[src/rtl/sfft_stream_decoder_if.sv]
// Bus bundle for the stochastic-FFT bitstream decoder: sample inputs, result beats, debug state.
// Result beats use valid/ready: a beat transfers on a rising edge where oValid && iReady; while oValid=1 and iReady=0 the beat (oIdx/oRealVal/oImgVal) holds.
interface sfft_stream_decoder_if #(
   parameter int BITWIDTH  = 8,
   parameter int NUMINPUTS = 8,
   parameter int IDXW      = $clog2(NUMINPUTS)
);
   logic                        iEn;
   logic                        iClr;
   logic                        iStart;
   logic [NUMINPUTS-1:0]        iReal;
   logic [NUMINPUTS-1:0]        iImg;
   logic                        iReady;
   logic                        oBusy;
   logic                        oValid;
   logic [IDXW-1:0]             oIdx;
   logic signed [BITWIDTH+1:0]  oRealVal;
   logic signed [BITWIDTH+1:0]  oImgVal;
   logic                        oDone;
   logic [1:0]                  oState;

   modport slave (
      input  iEn, iClr, iStart, iReal, iImg, iReady,
      output oBusy, oValid, oIdx, oRealVal, oImgVal, oDone, oState
   );

   modport master (
      output iEn, iClr, iStart, iReal, iImg, iReady,
      input  oBusy, oValid, oIdx, oRealVal, oImgVal, oDone, oState
   );
endinterface

[src/rtl/sfft_stream_decoder.sv]
// Counts ones on each bipolar bitstream lane over a 2^BITWIDTH-sample window,
// then streams the decoded signed values (2*count - 2^BITWIDTH) one lane per beat.
module sfft_stream_decoder #(
   parameter int BITWIDTH  = 8,
   parameter int NUMINPUTS = 8,
   parameter int IDXW      = $clog2(NUMINPUTS)
) (
   input  logic                iClk,
   input  logic                iRstN,
   sfft_stream_decoder_if.slave bus
);
   localparam int CW = BITWIDTH + 1;
   localparam int VW = BITWIDTH + 2;
   localparam logic [VW-1:0] WIN = VW'(1 << BITWIDTH);

   typedef enum logic [1:0] {
      IDLE  = 2'd0,
      ACCUM = 2'd1,
      DRAIN = 2'd2
   } state_t;

   state_t          r_state;
   state_t          w_next;
   logic [BITWIDTH-1:0] r_win;
   logic [CW-1:0]   r_cnt_re [NUMINPUTS];
   logic [CW-1:0]   r_cnt_im [NUMINPUTS];
   logic [CW-1:0]   r_buf_re [NUMINPUTS];
   logic [CW-1:0]   r_buf_im [NUMINPUTS];
   logic [CW-1:0]   w_sum_re [NUMINPUTS];
   logic [CW-1:0]   w_sum_im [NUMINPUTS];
   logic [IDXW-1:0] r_idx;
   logic            r_done;
   logic            w_sample;
   logic            w_close;
   logic            w_accept;
   logic            w_last;

   // Full-width decode; {c,0} is exactly VW bits so the wrap gives the signed result.
   function automatic logic [VW-1:0] decode(input logic [CW-1:0] c);
      return {c, 1'b0} - WIN;
   endfunction

   assign w_sample = (r_state == ACCUM) && bus.iEn;
   assign w_close  = w_sample && (r_win == '1);
   assign w_accept = (r_state == DRAIN) && bus.iReady;
   assign w_last   = w_accept && (r_idx == IDXW'(NUMINPUTS - 1));

   always_ff @(posedge iClk) begin
      if (!iRstN) r_state <= IDLE;
      else        r_state <= w_next;
   end

   always_comb begin
      w_next = r_state;
      if (bus.iClr) begin
         w_next = IDLE;
      end else begin
         case (r_state)
            IDLE:    if (bus.iStart) w_next = ACCUM;
            ACCUM:   if (w_close)    w_next = DRAIN;
            DRAIN:   if (w_last)     w_next = IDLE;
            default: w_next = IDLE;
         endcase
      end
   end

   always_comb begin
      for (int k = 0; k < NUMINPUTS; k++) begin
         w_sum_re[k] = r_cnt_re[k] + CW'(bus.iReal[k]);
         w_sum_im[k] = r_cnt_im[k] + CW'(bus.iImg[k]);
      end
   end

   always_ff @(posedge iClk) begin
      if (!iRstN || bus.iClr) begin
         r_win  <= '0;
         r_idx  <= '0;
         r_done <= 1'b0;
         for (int k = 0; k < NUMINPUTS; k++) begin
            r_cnt_re[k] <= '0;
            r_cnt_im[k] <= '0;
            r_buf_re[k] <= '0;
            r_buf_im[k] <= '0;
         end
      end else begin
         r_done <= w_last;
         if ((r_state == IDLE) && bus.iStart) begin
            r_win <= '0;
            r_idx <= '0;
            for (int k = 0; k < NUMINPUTS; k++) begin
               r_cnt_re[k] <= '0;
               r_cnt_im[k] <= '0;
            end
         end else if (w_sample) begin
            r_win <= r_win + 1'b1;
            for (int k = 0; k < NUMINPUTS; k++) begin
               r_cnt_re[k] <= w_sum_re[k];
               r_cnt_im[k] <= w_sum_im[k];
               // The closing sample is folded into the snapshot directly.
               if (w_close) begin
                  r_buf_re[k] <= w_sum_re[k];
                  r_buf_im[k] <= w_sum_im[k];
               end
            end
         end
         // Index wraps back to 0 on the last accept, ready for the next window.
         if (w_accept) r_idx <= r_idx + 1'b1;
      end
   end

   assign bus.oBusy    = (r_state != IDLE);
   assign bus.oValid   = (r_state == DRAIN);
   assign bus.oIdx     = (r_state == DRAIN) ? r_idx : '0;
   assign bus.oRealVal = (r_state == DRAIN) ? decode(r_buf_re[r_idx]) : '0;
   assign bus.oImgVal  = (r_state == DRAIN) ? decode(r_buf_im[r_idx]) : '0;
   assign bus.oDone    = r_done;
   assign bus.oState   = r_state;
endmodule

[src/flat_wrapper.sv]
// flat-port wrapper written by rule: the top's interface ports become plain ports
module sfft_stream_decoder_flat 
#(
   parameter int BITWIDTH  = 8,
   parameter int NUMINPUTS = 8,
   parameter int IDXW      = $clog2(NUMINPUTS)
)
  (iClk, iRstN, bus_iEn, bus_iClr, bus_iStart, bus_iReal, bus_iImg, bus_iReady, bus_oBusy, bus_oValid, bus_oIdx, bus_oRealVal, bus_oImgVal, bus_oDone, bus_oState);
  sfft_stream_decoder_if #(.BITWIDTH(BITWIDTH), .NUMINPUTS(NUMINPUTS), .IDXW(IDXW)) bus_i ();
  input  logic iClk;
  input  logic iRstN;
  input wire logic [$bits(bus_i.iEn)-1:0] bus_iEn;
  input wire logic [$bits(bus_i.iClr)-1:0] bus_iClr;
  input wire logic [$bits(bus_i.iStart)-1:0] bus_iStart;
  input wire logic [$bits(bus_i.iReal)-1:0] bus_iReal;
  input wire logic [$bits(bus_i.iImg)-1:0] bus_iImg;
  input wire logic [$bits(bus_i.iReady)-1:0] bus_iReady;
  output wire logic [$bits(bus_i.oBusy)-1:0] bus_oBusy;
  output wire logic [$bits(bus_i.oValid)-1:0] bus_oValid;
  output wire logic [$bits(bus_i.oIdx)-1:0] bus_oIdx;
  output wire logic [$bits(bus_i.oRealVal)-1:0] bus_oRealVal;
  output wire logic [$bits(bus_i.oImgVal)-1:0] bus_oImgVal;
  output wire logic [$bits(bus_i.oDone)-1:0] bus_oDone;
  output wire logic [$bits(bus_i.oState)-1:0] bus_oState;
  assign bus_i.iEn = bus_iEn;
  assign bus_i.iClr = bus_iClr;
  assign bus_i.iStart = bus_iStart;
  assign bus_i.iReal = bus_iReal;
  assign bus_i.iImg = bus_iImg;
  assign bus_i.iReady = bus_iReady;
  assign bus_oBusy = bus_i.oBusy;
  assign bus_oValid = bus_i.oValid;
  assign bus_oIdx = bus_i.oIdx;
  assign bus_oRealVal = bus_i.oRealVal;
  assign bus_oImgVal = bus_i.oImgVal;
  assign bus_oDone = bus_i.oDone;
  assign bus_oState = bus_i.oState;
  sfft_stream_decoder #(.BITWIDTH(BITWIDTH), .NUMINPUTS(NUMINPUTS), .IDXW(IDXW)) u_core (.iClk(iClk), .iRstN(iRstN), .bus(bus_i));
endmodule
[config.mk]
export PLATFORM = sky130hd
export DESIGN_NAME = sfft_stream_decoder_flat
export DESIGN_NICKNAME = d
export VERILOG_FILES = /design/src/rtl/sfft_stream_decoder_if.sv /design/src/rtl/sfft_stream_decoder.sv /design/src/flat_wrapper.sv
export SDC_FILE = /design/constraint.sdc
export NUM_CORES = 1
export LEC_CHECK = 0
export CORE_ASPECT_RATIO = 0.75
export CORE_MARGIN = 2
export CORE_UTILIZATION = 50
export DETAILED_ROUTE_END_ITERATION = 12
export GPL_ROUTABILITY_DRIVEN = 0
export HOLD_SLACK_MARGIN = 0.06
export PLACE_DENSITY_LB_ADDON = 0.08
export SLEW_MARGIN = 10
export SYNTH_ARGS = -nofsm -noshare
export SYNTH_HDL_FRONTEND = slang
export SYNTH_SLANG_ARGS = --single-unit
[constraint.sdc]
create_clock -name iClk -period 10.4 [get_ports iClk]
set_input_delay 1.04 -clock iClk [delete_from_list [all_inputs] [get_ports iClk]]
set_output_delay 1.04 -clock iClk [all_outputs]
set_load 0.01 [all_outputs]
Word-level counts from Yosys, hierarchy flattened
Memories as Yosys holds them, arrays and structs flattened. A register that Yosys moved wholly into a read port is not among the register bits.
Index checks and enable logic that the tools add are counted.
W data, S select, Z words.
{"block": "totals", "romBits": 0, "mem_count": 4, "latchBits": 0, "out_inout_bits": 28, "register_bits": 14, "ramBits": 288}
{"memory": "u_core.r_buf_im", "depth": 8, "word_bits": 9, "rd": 1, "rd_clocked_by_memory_dff": 1, "wr": 8, "line_no": "sfft_stream_decoder.sv:28", "rtl": "logic [CW-1:0] r_buf_im [NUMINPUTS];"}
{"memory": "u_core.r_buf_re", "depth": 8, "word_bits": 9, "rd": 1, "rd_clocked_by_memory_dff": 1, "wr": 8, "line_no": "sfft_stream_decoder.sv:27", "rtl": "logic [CW-1:0] r_buf_re [NUMINPUTS];"}
{"memory": "u_core.r_cnt_im", "depth": 8, "word_bits": 9, "rd": 8, "rd_clocked_by_memory_dff": 0, "wr": 8, "line_no": "sfft_stream_decoder.sv:26", "rtl": "logic [CW-1:0] r_cnt_im [NUMINPUTS];"}
{"memory": "u_core.r_cnt_re", "depth": 8, "word_bits": 9, "rd": 8, "rd_clocked_by_memory_dff": 0, "wr": 8, "line_no": "sfft_stream_decoder.sv:25", "rtl": "logic [CW-1:0] r_cnt_re [NUMINPUTS];"}
{"block": "op_classes", "n_bitwise": 49, "div": 0, "n_reduce_logical": 13, "mux": 75, "magnitude_cmp": 0, "mul": 0, "addsub": 20, "eq_ne": 7, "shift": 0}
{"op": "$mux W9", "n": 48}
{"op": "$add A9 B1 Y9", "n": 16}
{"op": "$or A1 B1 Y1", "n": 48}
{"op": "$mux W3", "n": 7}
{"op": "$mux W10", "n": 2}
{"op": "$sub A10 B9 Y10 const B", "n": 2}
{"op": "$mux W1", "n": 14}
{"op": "$add A8 B1 Y8 const B", "n": 1}
{"op": "$eq A8 B8 Y1 const B", "n": 1}
{"op": "$mux W2", "n": 3}
{"op": "$pmux W2 S3", "n": 1}
{"op": "$logic_and A1 B1 Y1", "n": 5}
{"op": "$ne A2 B1 Y1 const B", "n": 2}
{"op": "$reduce_bool A2 Y1", "n": 2}
{"op": "$reduce_or A2 Y1", "n": 2}
{"op": "$add A3 B1 Y3 const B", "n": 1}
{"op": "$eq A3 B3 Y1 const B", "n": 1}
{"op": "$reduce_and A3 Y1", "n": 1}
{"op": "$eq A2 B1 Y1 const B", "n": 1}
{"op": "$eq A2 B2 Y1 const B", "n": 1}
{"op": "$logic_not A2 Y1", "n": 1}
{"op": "$ne A2 B2 Y1 const B", "n": 1}
{"op": "$logic_not A1 Y1", "n": 1}
{"op": "$logic_or A1 B1 Y1", "n": 1}
{"op": "$not A1 Y1", "n": 1}

Longest topological paths before layout
{"block": "logic_depth", "depth_word": 9, "ltp_mapped": 7, "ltp_nobuf": 6}

Worst setup path before layout
Ideal clock, no wire load.
{"block": "synth_path", "path_kind": "in2reg", "start": "input bus_iEn", "end": "memory u_core.r_buf_im[0][0] (netlist bit), enable pin", "t_arrival_ns": 4.728, "n_path_buf": 0, "slack_ns": 5.163, "cell_stages": 3, "path_cell_list": "nand3b_1 > or4_4 > nand2_1"}
{"item": "from (decl)", "line_no": "flat_wrapper.sv:12", "rtl": "input wire logic [$bits(bus_i.iEn)-1:0] bus_iEn;"}
{"item": "to (decl)", "line_no": "sfft_stream_decoder.sv:28"}

==> impl_metrics.csv <==
group,metric,value,unit
outcome,status,"finished clean",
sta,slew_viol_final,0,
min_path,hold_class,"reg2reg",
placed_design,place_hpwl,18600,um
grt,busiest_layer,"met1",
routing,vias,8443,
critical_path,r2r_slack,6900,ps
critical_path,critPathLaunchType,"register",
placed_design,placedCellCount,1511,
critical_path,critPathMaxFanout,36,
clocking,clk_latency,550,ps
sta,maxSlewHeadroom,22.8,%
critical_path,slowest_stage,"mux4_2",
grt,grt_overflow,0,
layout,antennaDiodeCount,0,
synthesis,synth_seq_cells,305,
grt,met3_usage,2.46,%
grt,grt_usage,20.5,%
pwr,intPower,0.00203,W
run,drv_cap,0,
critical_path,crit_end,"bus_oRealVal[9]",
critical_path,cpPeakStageDelay,650,ps
routing,dr.pass1.iters,5,
placed_design,port_buffers,47,
pwr,switchingPower,0.000555,W
sta,tightest_slew,1160,ps
grt,met1_usage,32.0,%
synthesis,synthDistinctLibCells,36,
synthesis,yosys-top-cells-area,"edfxtp_1, nor2_1, mux4_2",
sta,final.min_clock_period,4370,ps
pwr,p_leak,5.48,nW
layout,mostFrequentLayoutCells,"edfxtp_1, nor2_1, xnor2_1",
sta,fin_skew,13.4,ps
grt,grt_max_degree,90,
sta,timing.hold.ws,461,ps
routing,drc,0,
grt,grt_use_met2,31.4,%
sta,finalSetupTns,0,ps
synthesis,synth_top_area_cell,"edfxtp_1",
synthesis,synth_warnings,0,
critical_path,path_cells,"buf_4 -> mux4_2 -> mux2i_1 -> xor2_1 -> nor2_1 -> clkdlybuf4s50_1",
routing,avgRoutedWirePerCell,18.8,um
critical_path,endpoint_kind,"primary output",
grt,grt_pass1_wl,46900,um
clocking,root_buffer,"clkbuf_16",
die,dieHeight,150,um
clocking,path_clk_slew,60,ps
critical_path,reg2reg_from,"u_core.bus.oState[1]",
synthesis,syn_inst,1121,
pwr,vdd_ir_drop_max,0.135,mV
grt,grt_pass1_vias,8149,
critical_path,worstRegToRegCells,5,
grt,antenna_found_initial,0,
pwr,power_frac_clock,41.6,%
routing,vias_per_cell,5.38,
layout,stdcell_area,16000,sq um
routing,drt-total-wl,29400,um
placed_design,place_area,15000,sq um
critical_path,crit_type,"reg2out",
clocking,cts_tree,"built",
die,die_width,199,um
critical_path,reg2reg_to,"u_core.r_buf_re[3][8]",
clocking,clock_sinks,305,
critical_path,cp_data_arrival_time,3330,ps
sta,fin_crit_sh,42.0,%
die,core_area,28000,sq um
die,die_area,29900,sq um
routing,ant_nets,0,
clocking,max-clock-path-buffers,3,
pwr,pwr-share-seq,54.5,%
pwr,switching_share,21.5,%
layout,final_cells,1568,
critical_path,cp.required,9360,ps
sta,clock.fmax,229,MHz
synthesis,synth_seq_area_share,61.9,%
die,num_rows,53,
layout,drive_above_1_share,9.47,%
layout,final_common_cell,"edfxtp_1",
synthesis,yosysTopAreaCellShare,56.9,%
synthesis,synth_area,14200,sq um
sta,hold_viol,0,
synthesis,syn_avg_cell_area,12.7,sq um
sta,setup_viol,0,
pwr,pwr-share-comb,3.9,%
clocking,post_cts_buffers,0,
sta,grt_setup_unrepaired,"no",
clocking,cts_made_buffers,31,
die,initial_core_util,50.9,%
clocking,cts_max_level,1,
layout,layout.nets,1216,
routing,first_iter_violations,531,
die,pin_count,50,
layout,area_growth,12.5,%
clocking,ctsResizeCount,0,
pwr,power.density,161,nW/um^2
clocking,hold_buffers,0,
-- metal layers --
metal  vias up  part of all wire, %
met5         -                    0
li1       4080                    -
met3        36                  3.9
met2       164                   44
met4         0                  1.4
met1      4163                   50
-- how the worst min path moves through the flow --
| stage | start | slack (ps) | depth (start not counted) | end |
|---|---|---|---|---|
| CTS | u_core.r_cnt_im[0][0] | 460 | 2 | u_core.r_cnt_im[0][0] |
| floorplan | u_core.r_cnt_im[0][0] | 440 | 2 | u_core.r_cnt_im[0][0] |
| global route | u_core.r_cnt_im[0][0] | 480 | 2 | u_core.r_cnt_im[0][0] |
| finish | u_core.r_cnt_im[0][0] | 460 | 2 | u_core.r_cnt_im[0][0] |
| detailed placement | u_core.r_cnt_im[0][0] | 450 | 2 | u_core.r_cnt_im[0][0] |
| global placement | u_core.r_cnt_im[0][0] | 450 | 2 | u_core.r_cnt_im[0][0] |
-- power by group through the flow --
stage	Combinational, W	Sequential (W)	Clock [W]
final	0.000102	0.00141	0.00107
after global routing	0.000112	0.00141	0.00114
after CTS	0.000104	0.00141	0.00110
after detailed placement	0.000103	0.00144	0
after global placement	0.000104	0.00143	0
after floorplan	0.0000653	0.00143	0
-- worst max-delay path, delay by kind of cell (launching register included) --
family	cells	cell delay, ps
simple gates	1	110
mux	2	1010
xor+xnor	1	130
flops	1	310
buf+inv	2	1190
-- Yosys cell counts, drive strengths merged --
| cell type | n |
|---|---|
| edfxtp | 270 |
| nor2 | 262 |
| xnor2 | 75 |
| xor2 | 60 |
| nand3 | 57 |
| nand2 | 48 |
| and3 | 41 |
| nor3 | 39 |
| and2 | 37 |
| clkbuf | 37 |
| mux4 | 36 |
| dfxtp | 35 |
| ha | 35 |
| mux2i | 18 |
| buf | 17 |
| nand4 | 16 |
| a21oi | 8 |
| inv | 6 |
| nor4 | 6 |
| and4 | 4 |
| a32oi | 2 |
| nand2b | 2 |
| nand3b | 2 |
| a22oi | 1 |
| and3b | 1 |
| clkinv | 1 |
| conb | 1 |
| nor2b | 1 |
| nor3b | 1 |
| or2 | 1 |
| or4 | 1 |
-- stage by stage --
stage | util [%] | total power (W) | worst slack, ps
6_report | 57.3 | 0.00259 | 6030
5_1_grt | 57.3 | 0.00267 | 5790
4_1_cts | 57.3 | 0.00261 | 5900
3_5_place_dp | 53.8 | 0.00154 | 5780
3_3_place_gp | 53.8 | 0.00154 | 5780
2_1_floorplan | - | 0.00149 | 5160
-- kinds of logic (layout without fill, tap and decap cells) --
group	count (synthesis)	count (layout)	share of synthesized area, %
compound gates	11	11	0.457
fa+ha+maj	35	35	3.08
buf+inv	61	122	2.14
mux	54	54	6.96
simple gates	519	519	17.2
xor+xnor	135	135	8.30
other cells	1	2	0.0263
flops	305	305	61.9
-- registers in the layout (all words and copies together) (netlist names), named ones only --
register and cells:
u_core.r_cnt_re 72, u_core.r_win 8, u_core.r_buf_re 72, u_core.r_cnt_im 72, u_core.bus.oState 2, u_core.r_idx 3
u_core.r_buf_im 72, u_core.bus.oDone 1
-- area by class of cell --
type | instances | area [sq um]
fill | 2370 | 12000
sequential | 305 | 8810
inverter | 7 | 26.3
clock buffer | 45 | 921
multi-input combinational | 756 | 5170
timing repair buffer | 58 | 553
tap | 385 | 482
clock inverter | 12 | 57.6
(Power assumes the default switching activity.)
